==> src/rtl/keypad_emulator.sv <==
`default_nettype none
// ============================================================================
// Module : keypad_emulator
// Desc   : Emulates a mechanical key closing a row/column crossing of a
//          scanned 4x4 keypad, with contact chatter on press and release.
// Macro  : KEYPAD_EMULATOR_BOUNCE_EN compiles in the bounce states and LFSR.
// Rev    : 1.0  initial release
// ============================================================================
module keypad_emulator #(
   parameter int unsigned BOUNCE_CYCLES = 4096,
   parameter int unsigned HOLD_CYCLES   = 2_400_000,
   parameter int unsigned GAP_CYCLES    = 480_000
) (
   input  logic       clk,
   input  logic       reset,
   input  logic [3:0] keypad_vert,
   output logic [3:0] keypad_hori,
   input  logic       key_valid,
   input  logic [3:0] key_code,
   output logic       key_ready,
   output logic       busy,
   output logic       press_done
);

   localparam logic [23:0] c_HOLD_LAST = 24'(HOLD_CYCLES - 1);
   localparam logic [23:0] c_GAP_LAST  = 24'(GAP_CYCLES - 1);

   // Durations outside 1..2^24-1 cannot be represented by the counter.
   if (BOUNCE_CYCLES == 0 || BOUNCE_CYCLES > 32'hFF_FFFF ||
       HOLD_CYCLES   == 0 || HOLD_CYCLES   > 32'hFF_FFFF ||
       GAP_CYCLES    == 0 || GAP_CYCLES    > 32'hFF_FFFF) begin : g_param_out_of_range
   end

`ifdef KEYPAD_EMULATOR_BOUNCE_EN
   localparam logic [23:0] c_BOUNCE_LAST = 24'(BOUNCE_CYCLES - 1);
   typedef enum logic [2:0] {
      IDLE           = 3'd0,
      BOUNCE_PRESS   = 3'd1,
      HOLD           = 3'd2,
      BOUNCE_RELEASE = 3'd3,
      GAP            = 3'd4
   } state_t;
`else
   typedef enum logic [1:0] {
      IDLE = 2'd0,
      HOLD = 2'd1,
      GAP  = 2'd2
   } state_t;
`endif

   state_t      r_state, w_state_nxt;
   logic [23:0] r_cnt, w_cnt_nxt;
   logic [3:0]  r_code;
   logic        r_press_done;
   logic        w_done_nxt;
   logic        w_accept;
   logic        w_contact;
   logic        w_bounce_contact;

`ifdef KEYPAD_EMULATOR_BOUNCE_EN
   logic [15:0] r_lfsr;
   logic        w_lfsr_fb;

   // Fibonacci form of x^16+x^14+x^13+x^11+1, shifting toward bit 0.
   assign w_lfsr_fb        = r_lfsr[0] ^ r_lfsr[2] ^ r_lfsr[3] ^ r_lfsr[5];
   assign w_bounce_contact = r_lfsr[0];

   always_ff @(posedge clk or negedge reset) begin
      if (!reset) begin
         r_lfsr <= 16'hACE1;
      end else if (r_state == BOUNCE_PRESS || r_state == BOUNCE_RELEASE) begin
         r_lfsr <= {w_lfsr_fb, r_lfsr[15:1]};
      end
   end
`else
   assign w_bounce_contact = 1'b0;
`endif

   always_comb begin
      w_state_nxt = r_state;
      w_cnt_nxt   = r_cnt + 24'd1;
      w_done_nxt  = 1'b0;
      w_accept    = 1'b0;
      w_contact   = 1'b0;
      case (r_state)
         IDLE: begin
            w_cnt_nxt = '0;
            if (key_valid) begin
               w_accept = 1'b1;
`ifdef KEYPAD_EMULATOR_BOUNCE_EN
               w_state_nxt = BOUNCE_PRESS;
`else
               w_state_nxt = HOLD;
`endif
            end
         end
`ifdef KEYPAD_EMULATOR_BOUNCE_EN
         BOUNCE_PRESS: begin
            w_contact = w_bounce_contact;
            if (r_cnt == c_BOUNCE_LAST) begin
               w_state_nxt = HOLD;
               w_cnt_nxt   = '0;
            end
         end
         BOUNCE_RELEASE: begin
            w_contact = w_bounce_contact;
            if (r_cnt == c_BOUNCE_LAST) begin
               w_state_nxt = GAP;
               w_cnt_nxt   = '0;
            end
         end
`endif
         HOLD: begin
            w_contact = 1'b1;
            if (r_cnt == c_HOLD_LAST) begin
`ifdef KEYPAD_EMULATOR_BOUNCE_EN
               w_state_nxt = BOUNCE_RELEASE;
`else
               w_state_nxt = GAP;
`endif
               w_cnt_nxt = '0;
            end
         end
         GAP: begin
            if (r_cnt == c_GAP_LAST) begin
               w_state_nxt = IDLE;
               w_cnt_nxt   = '0;
               w_done_nxt  = 1'b1;
            end
         end
         default: begin
            w_state_nxt = IDLE;
            w_cnt_nxt   = '0;
         end
      endcase
   end

   always_ff @(posedge clk or negedge reset) begin
      if (!reset) begin
         r_state      <= IDLE;
         r_cnt        <= '0;
         r_code       <= '0;
         r_press_done <= 1'b0;
      end else begin
         r_state      <= w_state_nxt;
         r_cnt        <= w_cnt_nxt;
         r_press_done <= w_done_nxt;
         if (w_accept) begin
            r_code <= key_code;
         end
      end
   end

   // Closed contact acts as a wire from the selected column to the selected row.
   assign keypad_hori = (w_contact && keypad_vert[r_code[1:0]]) ?
                        (4'b0001 << r_code[3:2]) : 4'b0000;
   assign key_ready   = (r_state == IDLE);
   assign busy        = ~key_ready;
   assign press_done  = r_press_done;

endmodule
`default_nettype wire

==> config.mk <==
export PLATFORM = sky130hd
export DESIGN_NAME = keypad_emulator
export DESIGN_NICKNAME = d
export VERILOG_FILES = /design/src/rtl/keypad_emulator.sv
export SDC_FILE = /design/constraint.sdc
export NUM_CORES = 1
export LEC_CHECK = 0
export CAP_MARGIN = 40
export CORE_MARGIN = 10
export CORE_UTILIZATION = 45
export CTS_CLUSTER_DIAMETER = 80
export DETAILED_ROUTE_END_ITERATION = 12
export GPL_TIMING_DRIVEN = 1
export HOLD_SLACK_MARGIN = 0.1
export PLACE_DENSITY = 0.66
export RECOVER_POWER = 25
export SLEW_MARGIN = 20
export SYNTH_ARGS = -nofsm -noshare
export SYNTH_HDL_FRONTEND = slang
export SYNTH_SLANG_ARGS = --single-unit
==> constraint.sdc <==
create_clock -name clk -period 3.95 [get_ports clk]
set_clock_uncertainty 0.1 [all_clocks]
set_input_delay 0.79 -clock clk [delete_from_list [all_inputs] [get_ports clk]]
set_output_delay 0.79 -clock clk [all_outputs]
set_load 0.01 [all_outputs]
==> impl_metrics.env <==
export IMPL_status="complete, but fails checks"
export IMPL_violations="capacitance limit, slew limit"
export IMPL_cts_tree="built"
export IMPL_total_power_w=0.0008871
export IMPL_globalRouteOverflowTotal=0
export IMPL_end_kind="output pin"
export IMPL_path_buf_inv=2
export IMPL_fin_area_sq_um=1954
export IMPL_setup_tns_ns=0
export IMPL_clk_pin_slew_ns=0.06
export IMPL_wl_per_cell_microns=14.02
export IMPL_ys_seq_area_frac=0.4679
export IMPL_arrival_ns=2.34
export IMPL_powerDensity_nw_per_um2=453.9
export IMPL_start_util=0.4816
export IMPL_worst_path_most_repeated_cell="clkdlybuf4s50_1"
export IMPL_cts_resized=0
export IMPL_clkSinkCount=31
export IMPL_timing_hold_ws_ns=0.3929
export IMPL_nets=198
export IMPL_clockBufferDepth=2
export IMPL_clock_latency_ns=0.28
export IMPL_finalMaxSlewViolations=32
export IMPL_synth_area_per_cell_sq_um=10.36
export IMPL_peakVddDrop_mv=0.2176
export IMPL_cts_buffers=5
export IMPL_place_area_sq_um=1858
export IMPL_fp_dieH_microns=80.70
export IMPL_critPathSlowestCell="mux4_2"
export IMPL_grt_max_degree=32
export IMPL_synthDistinctLibCells=35
export IMPL_drive_gt1_frac=0.1141
export IMPL_synthCells=160
export IMPL_track_usage=0.1092
export IMPL_ant_nets=0
export IMPL_fmax_mhz=309.3
export IMPL_place_congestion=0.8241
export IMPL_finalSetupViolations=0
export IMPL_path_max_fanout=2
export IMPL_die_w_microns=80.70
export IMPL_period_needed_ns=3.233
export IMPL_portBuffers=17
export IMPL_post_route_drc_count=0
export IMPL_grt_pass1_vias=1227
export IMPL_critPathRequiredTime_ns=3.06
export IMPL_cap_violations=1
export IMPL_vias=1250
export IMPL_area_delta_synth_final_pct=17.89
export IMPL_hp_class="reg2reg"
export IMPL_post_drt_via_cell_ratio=5.435
export IMPL_rsz0062_at_grt="no"
export IMPL_syn_area_sq_um=1658
export IMPL_drtPass1Iterations=4
export IMPL_n_antenna_cell=0
export IMPL_syn_nets=175
export IMPL_ys_ff_latch=31
export IMPL_cts_root_buf="clkbuf_8"
export IMPL_tightest_slew_ns=1.616
export IMPL_yosysWarnings=0
export IMPL_p_leak_nw=0.7531
export IMPL_postCtsHoldBufs=0
export IMPL_post_cts_buffers=0
export IMPL_hpwl_mm=2.351
export IMPL_instances_no_fill=230
export IMPL_path_cells="clkdlybuf4s50_1 > mux4_2 > and4_1 > clkdlybuf4s50_1"
export IMPL_cpPeakStageDelay_ns=0.48
export IMPL_crit_type="in2out"
export IMPL_core_rowCount=21
export IMPL_path_delay_family="buffers and inverters"
export IMPL_io_pins=18
export IMPL_wl_mm=3.225
export IMPL_die_area_sq_um=6512
export IMPL_drtIter0Drc=93
export IMPL_core_sq_um=3442
export IMPL_slew_headroom=-0.07752
export IMPL_cp_start_kind="input port"
export IMPL_htreeDepth=2
export IMPL_placed_cells_incl_taps=222
export IMPL_hold_viol_final=0
export IMPL_antenna_found_initial=0
export IMPL_timing_final_crit_share=0.8186
export IMPL_grt_pass1_wl_mm=5.623
## worst paths after layout
check                                     from              to  slack, ns  cells after the start
worst max-delay path            keypad_vert[3]  keypad_hori[3]       0.72                      4
worst min-delay path                  r_cnt[0]        r_cnt[0]       0.39                      1
worst max register to register       r_cnt[20]        r_cnt[6]       1.55                      5
worst min register to register        r_cnt[0]        r_cnt[0]       0.39                      1
max in group asynchronous                reset       r_cnt[23]       1.45                      2
min in group asynchronous                reset      r_state[0]       1.37                      2
## cell type report
type                    count  area (sq um)
repair buffers             18         173.9
fillers                   312          1488
well taps                  46         57.56
clock buffers               8         100.1
inverters                   6         22.52
multi-input cells         121         824.5
flip-flops and latches     31         775.7
## stage by stage
step	worst slack, ns	utilization
after CTS	0.7026	0.5689
after global placement	0.7123	0.5398
after global routing	0.6118	0.5678
after detailed placement	0.7026	0.5398
final	0.7165	0.5678
after floorplan	1.578	-
## layout by cell type (no fill, tap or decap), types with 2 or more instances in the layout
master           netlist  layout
a31oi_1                2       2
nand3_1                9       9
nor3b_1                2       2
nand4_1                7       7
nor3_1                 5       5
xnor2_1               13      13
xor2_1                 9       9
and4_1                 5       5
ha_1                   4       4
inv_1                  6       6
clkbuf_8               0       7
clkbuf_1               0       2
nor4_1                 4       4
clkdlybuf4s50_1        0      16
nor2_2                 4       4
mux2_2                 4       4
nor2_1                26      26
nand2_1               10      10
dfrtp_1               31      31
## routing by layer
layer | GRT usage | share of wire
met4 | 0.04152 | 0.012
met5 | 0 | 0
met2 | 0.1775 | 0.48
met3 | 0.04009 | 0.070
met1 | 0.1278 | 0.44
## sequential cells by signal, indices dropped and copies added, names as in the netlist
| name | cells |
|---|---|
| r_state | 2 |
| r_cnt | 24 |
| r_code | 4 |
| press_done | 1 |
## cells by family (layout without fill, tap and decap cells)
| group | after synthesis | count (layout) | synth area share |
|---|---|---|---|
| AOI/OAI and AO/OA | 7 | 7 | 0.04000 |
| and+or+nand+nor | 83 | 83 | 0.2702 |
| buffers and inverters | 8 | 32 | 0.03471 |
| DFF | 31 | 31 | 0.4679 |
| muxes | 5 | 5 | 0.04075 |
| xor gates and xnor gates | 22 | 22 | 0.1162 |
| adders and majority gates | 4 | 4 | 0.03019 |
## cell usage after synthesis
cell       number  area share
a21bo_4         1      0.0098
a21o_1          1      0.0045
a31oi_1         2      0.0075
and3_1          1      0.0038
and3_2          1      0.0045
and4_1          5       0.026
and4b_1         1      0.0060
buf_12          1       0.012
buf_8           1      0.0091
dfrtp_1        31        0.47
ha_1            4       0.030
inv_1           6       0.014
mux2_2          4       0.027
mux4_2          1       0.014
nand2_1        10       0.023
nand2b_1        1      0.0038
nand3_1         9       0.027
nand3b_1        1      0.0045
nand4_1         7       0.026
nand4bb_1       1      0.0068
nor2_1         26       0.059
nor2_2          4       0.015
nor3_1          5       0.015
nor3b_1         2      0.0091
nor4_1          4       0.015
o21ai_0         1      0.0030
o21ai_2         1      0.0053
o21ai_4         1      0.0098
or2_1           1      0.0038
or3_1           1      0.0038
or4_1           1      0.0045
or4_4           1      0.0068
or4b_1          1      0.0060
xnor2_1        13       0.069
xor2_1          9       0.048
## where the power goes
group	internal [W]	switching [W]	leakage, nW
Combinational	0.000117	0.000118	0.280
Clock	0.000159	0.000110	0.0515
Sequential	0.000352	0.0000318	0.421
Total	0.000627	0.000260	0.753
No activity file was read; power rests on OpenSTA's default activity.
